[src/rtl/mem_read_streamer_pkg.sv]
// Shared types and constants for the memory read streamer.
package mem_read_streamer_pkg;

    localparam int unsigned DEFAULT_ADDR_WIDTH  = 32;
    localparam int unsigned DEFAULT_LEN_WIDTH   = 16;
    localparam int unsigned DEFAULT_DATA_WIDTH  = 32;
    localparam int unsigned DEFAULT_MEM_LATENCY = 2;
    localparam int unsigned DEFAULT_FIFO_SKID   = 4;
    localparam int unsigned STATS_WIDTH         = 32;

    typedef enum logic [1:0] {
        IDLE  = 2'd0,
        ISSUE = 2'd1,
        DRAIN = 2'd2
    } streamerStateT;

    // Width of a counter holding 0..latency reads in flight.
    function automatic int unsigned inFlightWidth(input int unsigned latency);
        return (latency < 1) ? 1 : $clog2(latency + 1);
    endfunction

endpackage

[src/rtl/mem_read_streamer_delay.sv]
// Fixed-latency shift register; every stage clears on reset.
module delay #(
    parameter int unsigned DATA_WIDTH = 1,
    parameter int unsigned LATENCY    = 2
) (
    input  logic                  clk,
    input  logic                  rst,
    input  logic [DATA_WIDTH-1:0] dataIn,
    output logic [DATA_WIDTH-1:0] dataOut
);

    logic [DATA_WIDTH-1:0] pipe [LATENCY];

    // Shift data one stage per cycle.
    always_ff @(posedge clk) begin
        if (rst) begin
            for (int i = 0; i < LATENCY; i++) begin
                pipe[i] <= '0;
            end
        end else begin
            pipe[0] <= dataIn;
            for (int i = 1; i < LATENCY; i++) begin
                pipe[i] <= pipe[i-1];
            end
        end
    end

    assign dataOut = pipe[LATENCY-1];

endmodule

[src/rtl/mem_read_streamer.sv]
// Burst reader: streams sequential words from a fixed-latency memory into the
// skid FIFO write port. Optional counters enabled by MEM_READ_STREAMER_STATS_EN.
module mem_read_streamer
    import mem_read_streamer_pkg::*;
#(
    parameter int unsigned ADDR_WIDTH  = DEFAULT_ADDR_WIDTH,
    parameter int unsigned LEN_WIDTH   = DEFAULT_LEN_WIDTH,
    parameter int unsigned DATA_WIDTH  = DEFAULT_DATA_WIDTH,
    parameter int unsigned MEM_LATENCY = DEFAULT_MEM_LATENCY,
    parameter int unsigned FIFO_SKID   = DEFAULT_FIFO_SKID
) (
    input  logic                  clk,
    input  logic                  rst,
    input  logic                  startIn,
    input  logic [ADDR_WIDTH-1:0] baseAddrIn,
    input  logic [LEN_WIDTH-1:0]  lenIn,
    output logic                  busyOut,
    output logic                  doneOut,
    output logic [ADDR_WIDTH-1:0] memAddrOut,
    output logic                  memRdEnOut,
    input  logic [DATA_WIDTH-1:0] memRdDataIn,
    output logic [DATA_WIDTH-1:0] wrDataOut,
    output logic                  wrValidOut,
    input  logic                  wrReadyIn
`ifdef MEM_READ_STREAMER_STATS_EN
    ,
    output logic [STATS_WIDTH-1:0] stallCountOut,
    output logic [LEN_WIDTH-1:0]   wordCountOut
`endif
);

    localparam int unsigned IF_W = inFlightWidth(MEM_LATENCY);

    // Reads in flight must fit in the FIFO skid slots.
    if (MEM_LATENCY + 1 > FIFO_SKID) begin : gBadSkid
        $error("mem_read_streamer: MEM_LATENCY+1 exceeds FIFO_SKID");
    end
    if (MEM_LATENCY < 1) begin : gBadLatency
        $error("mem_read_streamer: MEM_LATENCY must be at least 1");
    end

    streamerStateT         state;
    logic [ADDR_WIDTH-1:0] addrReg;
    logic [LEN_WIDTH-1:0]  remaining;
    logic [IF_W-1:0]       inFlight;
    logic [IF_W-1:0]       inFlightNext;
    logic                  rdEn;

    // Ready gates the request in the same cycle so no read issues without space.
    assign rdEn       = (state == ISSUE) && wrReadyIn;
    assign memRdEnOut = rdEn;
    assign memAddrOut = addrReg;
    assign wrDataOut  = memRdDataIn;

    // Valid tracks each request through the memory latency.
    delay #(
        .DATA_WIDTH(1),
        .LATENCY   (MEM_LATENCY)
    ) uValidDelay (
        .clk    (clk),
        .rst    (rst),
        .dataIn (rdEn),
        .dataOut(wrValidOut)
    );

    // Next in-flight count; DRAIN exits on it so done lands one cycle after the last write.
    always_comb begin
        inFlightNext = inFlight;
        case ({rdEn, wrValidOut})
            2'b10:   inFlightNext = inFlight + IF_W'(1);
            2'b01:   inFlightNext = inFlight - IF_W'(1);
            default: inFlightNext = inFlight;
        endcase
    end

    // Control FSM with address/length counters and registered status outputs.
    always_ff @(posedge clk) begin
        if (rst) begin
            state     <= IDLE;
            addrReg   <= '0;
            remaining <= '0;
            inFlight  <= '0;
            busyOut   <= 1'b0;
            doneOut   <= 1'b0;
        end else begin
            doneOut  <= 1'b0;
            inFlight <= inFlightNext;
            case (state)
                IDLE: begin
                    if (startIn) begin
                        if (lenIn != '0) begin
                            addrReg   <= baseAddrIn;
                            remaining <= lenIn;
                            busyOut   <= 1'b1;
                            state     <= ISSUE;
                        end else begin
                            doneOut <= 1'b1;
                        end
                    end
                end
                ISSUE: begin
                    if (rdEn) begin
                        addrReg   <= addrReg + ADDR_WIDTH'(1);
                        remaining <= remaining - LEN_WIDTH'(1);
                        if (remaining == LEN_WIDTH'(1)) begin
                            state <= DRAIN;
                        end
                    end
                end
                DRAIN: begin
                    if (inFlightNext == '0) begin
                        doneOut <= 1'b1;
                        busyOut <= 1'b0;
                        state   <= IDLE;
                    end
                end
                default: state <= IDLE;
            endcase
        end
    end

`ifdef MEM_READ_STREAMER_STATS_EN
    // Per-burst stall and write counters; cleared on an accepted start.
    always_ff @(posedge clk) begin
        if (rst) begin
            stallCountOut <= '0;
            wordCountOut  <= '0;
        end else if (state == IDLE && startIn) begin
            stallCountOut <= '0;
            wordCountOut  <= '0;
        end else begin
            if (state == ISSUE && !wrReadyIn && stallCountOut != '1) begin
                stallCountOut <= stallCountOut + STATS_WIDTH'(1);
            end
            if (wrValidOut) begin
                wordCountOut <= wordCountOut + LEN_WIDTH'(1);
            end
        end
    end
`endif

endmodule

[config.mk]
export PLATFORM = sky130hd
export DESIGN_NAME = mem_read_streamer
export DESIGN_NICKNAME = d
export VERILOG_FILES = /design/src/rtl/mem_read_streamer_pkg.sv /design/src/rtl/mem_read_streamer_delay.sv /design/src/rtl/mem_read_streamer.sv
export SDC_FILE = /design/constraint.sdc
export NUM_CORES = 1
export LEC_CHECK = 0
export ABC_AREA = 1
export CAP_MARGIN = 15
export CORE_MARGIN = 8
export CORE_UTILIZATION = 50
export DETAILED_ROUTE_END_ITERATION = 16
export PLACE_DENSITY = 0.95
export SYNTH_ARGS = -nofsm -noshare
export SYNTH_HDL_FRONTEND = slang
export SYNTH_SLANG_ARGS = --single-unit
[constraint.sdc]
create_clock -name clk -period 3.7 [get_ports clk]
set_input_delay 0.74 -clock clk [delete_from_list [all_inputs] [get_ports clk]]
set_output_delay 0.74 -clock clk [all_outputs]
set_load 0.02 [all_outputs]
==> flow_summary.json, run 1 <==
{
  "status": "completed",
  "period_minus_slack_ns": 2.80,
  "die_area_mm2": 0.0117,
  "slew_headroom_pct": 55.2,
  "hold_viol": 0,
  "post-synth-top-area-cell": "dfxtp_1",
  "fin_cells": 862,
  "stdcell_area_mm2": 0.00499,
  "yosys.area_share.simple_pct": 45.3,
  "ff2ff_path_depth": 12,
  "dr.pass1.iters": 6,
  "crit_start": "wrReadyIn",
  "power_density_mw_per_mm2": 416,
  "vias": 4754,
  "finalClockSkew_ns": 0.0103,
  "synth-edff-count": 0,
  "hold_class": "register to register",
  "htree_levels": 2,
  "dp_cells": 855,
  "core_area_mm2": 0.00826,
  "setup_tns_ns": 0,
  "wl_mm": 12.2,
  "max_freq_mhz": 358,
  "crit_type": "input pin to primary output",
  "gp_congestion": 0.952,
  "ys_seq_elements": 56,
  "yosys_warnings": 0,
  "synth_cell_types": 38,
  "synth-main-ff-cell": "dfxtp_1",
  "synth_xor_area_share_pct": 1.03,
  "r2r_slack_ns": 1.36,
  "cts-root-buf": "clkbuf_8",
  "syn-cell-area_mm2": 0.00426,
  "setup_viol": 0,
  "grt_use_total_pct": 20.6,
  "synthAdderAreaFrac_pct": 1.18,
  "n_antenna_cell": 0,
  "ios": 152,
  "leakage_nw": 1.94,
  "drt_iter0_drc": 376,
  "cts_buffers": 5,
  "pwr-share-seq_pct": 38.5,
  "grt_pass1_vias": 4386,
  "area_growth_pct": 17.1,
  "grt_start_max_net_pins": 61,
  "fp.dieW_um": 108,
  "mappedNetlistNets": 805,
  "worstPathArrival_ns": 2.06,
  "period_share_pct": 75.5,
  "cp-start-kind": "input pin",
  "vias_per_cell": 5.52,
  "clock_path_buffers": 2,
  "die_h_um": 108,
  "endpoint": "memRdEnOut",
  "synth_most_common_cell": "nand2_1",
  "place_hpwl_mm": 8.75,
  "rsz0062_at_grt": "no",
  "syn_area_per_cell_um2": 5.94,
  "post_cts_buffers": 0,
  "cts_resized": 0,
  "cts_hold_buffers": 0,
  "insertion_delay_ns": 0.32,
  "final_core_util_pct": 60.4,
  "fin_nets": 845,
  "p_sw_w": 0.000794,
  "drive_above_1_share_pct": 4.62,
  "grt-ovfl-total": 0,
  "antenna_found_initial": 0,
  "clock-sinks": 56,
  "p_int_w": 0.00128,
  "port_buffers": 87,
  "ant_nets": 0,
  "rows": 33,
  "start_util_pct": 51.6,
  "cap_violations": 0,
  "crit_required_ns": 2.96,
  "synthArstFlopShare_pct": 0,
  "slew_viol_final": 0,
  "power_frac_clock_pct": 23.1,
  "p_comb_share_pct": 38.4,
  "synth_top_family_by_area": "simple AND/OR/NAND/NOR gates",
  "synth_top_cell_area_share_pct": 26.3,
  "crit_fanout": 3,
  "synth-compound-area-share_pct": 11.5,
  "synth.area.top_cells": "dfxtp_1, nand2_1, nor2_1",
  "worst_slew_pin_slew_ns": 0.673,
  "ys_seq_area_share_pct": 26.3,
  "remaining_drc_errors": 0,
  "endpoint_kind": "primary output",
  "cts_tree": "done",
  "wl_per_cell_um": 14.2,
  "reg2reg_to": "state[1]$_SDFFE_PP0P_",
  "yosys-mux-area-fraction_pct": 0.235,
  "clk_pin_slew_ns": 0.10,
  "dpl_cell_area_mm2": 0.00486,
  "synth_commonest_cells": "nand2_1, nor2_1, dfxtp_1, nand3_1, a21oi_1",
  "grt_pass1_wl_mm": 20.3,
  "worstReg2RegStart": "state[0]$_SDFFE_PP0P_",
  "vdd_drop_max_uv": 247,
  "sw_frac_of_total_pct": 38.3,
  "syn_inst": 717
}
logic make-up (layout without fill, tap and decap cells):
kind of cell               count (synthesis)  in the layout
adders and majority gates                  4              4
AOI/OAI and AO/OA                         95             95
DFF                                       56             56
buffers and inverters                    107            147
and+or+nand+nor                          449            449
muxes                                      1              1
xor gates and xnor gates                   5              5
metal layers:
layer  global-route usage (%)  wire (um)  share of wire, %  vias to the layer above
met3                     5.23       1300                11                       22
met4                     6.16        223               1.8                        0
met2                     33.3       5470                45                      256
li1                         -          -                 -                     2331
met5                        0          0                 0                        -
met1                     26.4       5220                43                     2145
per-stage QoR:
step                hold WS (ns)  setup WS (ns)  power (W)
floorplan                  0.388           1.33    0.00139
global placement           0.395          0.915    0.00157
detailed placement         0.414          0.895    0.00159
CTS                        0.428          0.885    0.00206
global route               0.477          0.821    0.00220
finish                     0.424          0.905    0.00207
final cells by class:
class	count	area, um2
Sequential cell	56	1120
Clock buffer	5	68.8
Timing Repair Buffer	90	893
Multi-Input combinational cell	554	2520
Clock inverter	2	60.1
Inverter	50	190
Fill cell	784	3270
Tap cell	105	131
critical path, cell delays in order:
cell and delay, ns:
clkdlybuf4s50_1 0.51, inv_1 0.07, nor2_2 0.12, clkdlybuf4s50_1 0.62
how the worst min path moves through the flow:
stage | start | end | slack (ns) | cells past startpoint
2_1_floorplan | uValidDelay.pipe[0][0]$_SDFF_PP0_ | uValidDelay.pipe[0][1]$_SDFF_PP0_ | 0.39 | 2
3_3_place_gp | uValidDelay.pipe[0][0]$_SDFF_PP0_ | uValidDelay.pipe[0][1]$_SDFF_PP0_ | 0.40 | 2
3_5_place_dp | uValidDelay.pipe[0][0]$_SDFF_PP0_ | uValidDelay.pipe[0][1]$_SDFF_PP0_ | 0.41 | 2
4_1_cts | uValidDelay.pipe[0][0]$_SDFF_PP0_ | uValidDelay.pipe[0][1]$_SDFF_PP0_ | 0.43 | 2
5_1_grt | uValidDelay.pipe[0][0]$_SDFF_PP0_ | uValidDelay.pipe[0][1]$_SDFF_PP0_ | 0.48 | 2
6_report | uValidDelay.pipe[0][0]$_SDFF_PP0_ | uValidDelay.pipe[0][1]$_SDFF_PP0_ | 0.42 | 2
layout by cell type (no fill, tap or decap), drive strengths merged:
master,instances
nand4,7
ha,4
mux2i,1
o21ai,43
o21bai,1
a21o,1
buf,3
bufinv,2
inv,50
xnor2,2
a21oi,48
nand2,219
nand3,54
xor2,3
clkdlybuf4s50,87
o22ai,1
clkbuf,5
nor2,145
or2,6
nor3,4
dfxtp,56
nand3b,14
o31ai,1
power groups by stage:
stage | clock network [W] | logic (W) | registers, W
floorplan | 0 | 0.000557 | 0.000838
global placement | 0 | 0.000772 | 0.000802
detailed placement | 0 | 0.000787 | 0.000806
CTS | 0.000480 | 0.000791 | 0.000793
global route | 0.000503 | 0.000883 | 0.000811
finish | 0.000479 | 0.000797 | 0.000798
state kept, by name, indices dropped and copies added (netlist names):
signal,count
memAddrOut,32
uValidDelay.pipe,2
remaining,16
busyOut,1
doneOut,1
state,2
inFlight,2
Note: power is estimated with default switching activity, not from simulation.
==> run 2, diff against run 1 <==
- CORE_UTILIZATION: 50 -> 46
- PLACE_DENSITY: 0.95 -> 0.93
- clock period: 3.7 -> 2.8 ns (I/O delays scaled with it)
==> flow_summary.json, run 2 (same netlist as run 1, synthesis figures left out) <==
{
  "status": "completed",
  "start_util_pct": 46.7,
  "multiInputGateArea_mm2": 0.00252,
  "drt_iter0_drc": 410,
  "r2r_slack_ns": 0.71,
  "reg2reg_to": "state[1]$_SDFFE_PP0P_",
  "post_cts_buffers": 0,
  "port_buffers": 87,
  "clock_path_buffers": 2,
  "vias": 4580,
  "slew_headroom_pct": 57.3,
  "fin_cells": 871,
  "cts_tree": "done",
  "die_area_mm2": 0.0126,
  "crit_start": "wrReadyIn",
  "largest_reg_flops": 32,
  "hold_viol": 0,
  "vdd_drop_max_uv": 306,
  "critPathMaxStageDelay_ns": 0.61,
  "drive_above_1_share_pct": 4.87,
  "slew_viol_final": 0,
  "leakage_nw": 1.93,
  "clock-sinks": 56,
  "crit_type": "input pin to primary output",
  "finalClockSkew_ns": 0.00977,
  "worst-path-stages": 4,
  "worstPathArrival_ns": 1.88,
  "endpoint_kind": "primary output",
  "wl_mm": 11.9,
  "cp_top_family": "buffers and inverters",
  "power_density_mw_per_mm2": 514,
  "final_core_util_pct": 54.5,
  "fp.dieW_um": 112,
  "cts_hold_buffers": 0,
  "gp_congestion": 0.947,
  "path_buf_inv": 3,
  "grt_use_total_pct": 19.1,
  "period_minus_slack_ns": 2.44,
  "endpoint": "memRdEnOut",
  "dp_cells": 864,
  "antenna_found_initial": 0,
  "fin_nets": 848,
  "insertion_delay_ns": 0.32,
  "clk_pin_slew_ns": 0.10,
  "setup_viol": 0,
  "cts_buffers": 5,
  "cts-root-buf": "clkbuf_8",
  "crit_fanout": 3,
  "worst_slew_pin_slew_ns": 0.640,
  "htree_levels": 2,
  "final_cell_mix": "nand2_1, nor2_1, clkdlybuf4s50_1",
  "slowest_stage": "clkdlybuf4s50_1",
  "grt_start_max_net_pins": 49,
  "grt-ovfl-total": 0,
  "grt_pass1_vias": 4309,
  "die_h_um": 112,
  "setup_ws_ns": 0.363,
  "cp-start-kind": "input pin",
  "crit_chain": "clkdlybuf4s50_1, inv_1, nor2_2, clkdlybuf4s50_1",
  "worstReg2RegStart": "state[0]$_SDFFE_PP0P_",
  "place_hpwl_mm": 8.75,
  "ff2ff_path_depth": 13,
  "final_common_cell": "nand2_1",
  "core_area_mm2": 0.00911,
  "ff_latch_area_mm2": 0.00112,
  "vias_per_cell": 5.26,
  "dr.pass1.iters": 5,
  "rsz0062_at_grt": "no",
  "max_freq_mhz": 410,
  "n_antenna_cell": 0,
  "cap_violations": 0,
  "ant_nets": 0,
  "period_share_pct": 87.0,
  "crit_required_ns": 2.24,
  "cts_resized": 0,
  "wl_per_cell_um": 13.6,
  "ios": 152,
  "area_growth_pct": 16.6,
  "pre_cts_ws_ns": 0.205,
  "remaining_drc_errors": 0,
  "hold_class": "register to register",
  "cpMostUsedCell": "clkdlybuf4s50_1",
  "fill_cells": 887,
  "rows": 35,
  "timing.hold.ws_ns": 0.421,
  "setup_tns_ns": 0,
  "grt_pass1_wl_mm": 20.2
}
-- run 2: cell types whose count changed in the layout (fill, tap and decap cells not counted), sizes merged --
cell	before	now
clkbuf	5	6
buf	3	6
clkinv	0	1
bufinv	2	0
-- run 2: through the flow --
stage	power, W	cell area (um2)
detailed placement	0.00211	4890
CTS	0.00254	4960
floorplan	0.00184	4260
global route	0.00274	4960
finish	0.00255	4960
global placement	0.00208	4890
-- run 2: report_power, final --
group / switching, W / total [W] / internal (W)
Sequential: 0.000146 / 0.00105 / 0.000907
Clock: 0.000277 / 0.000449 / 0.000172
Combinational: 0.000612 / 0.00105 / 0.000438
-- run 2: worst min path at each step --
| stage | to | slack [ns] | depth (start not counted) | startpoint |
|---|---|---|---|---|
| 2_1_floorplan | uValidDelay.pipe[0][1]$_SDFF_PP0_ | 0.39 | 2 | uValidDelay.pipe[0][0]$_SDFF_PP0_ |
| 3_3_place_gp | uValidDelay.pipe[0][1]$_SDFF_PP0_ | 0.39 | 2 | uValidDelay.pipe[0][0]$_SDFF_PP0_ |
| 3_5_place_dp | uValidDelay.pipe[0][1]$_SDFF_PP0_ | 0.40 | 2 | uValidDelay.pipe[0][0]$_SDFF_PP0_ |
| 4_1_cts | uValidDelay.pipe[0][1]$_SDFF_PP0_ | 0.42 | 2 | uValidDelay.pipe[0][0]$_SDFF_PP0_ |
| 5_1_grt | uValidDelay.pipe[0][1]$_SDFF_PP0_ | 0.45 | 2 | uValidDelay.pipe[0][0]$_SDFF_PP0_ |
| 6_report | uValidDelay.pipe[0][1]$_SDFF_PP0_ | 0.42 | 2 | uValidDelay.pipe[0][0]$_SDFF_PP0_ |
-- run 2: per-layer routing --
layer	wire [um]	up-vias	track usage (%)
met3	1060	21	4.72
met4	214	0	5.94
met1	5240	2035	24.3
li1	-	2337	-
met2	5350	187	31.0
met5	0	-	0
-- run 2: layout make-up --
type,instances,area share (%)
clock buffer,6,1.46
sequential,56,22.6
timing repair buffer,93,18.4
tap,111,2.80
clock inverter,1,0.101
multi-input combinational,554,50.8
inverter,50,3.83
-- run 2: worst min-delay path, stage by stage (launching register included) --
cell	delay (ns)
dfxtp_1	0.31
inv_1	0.04
nor2_1	0.03
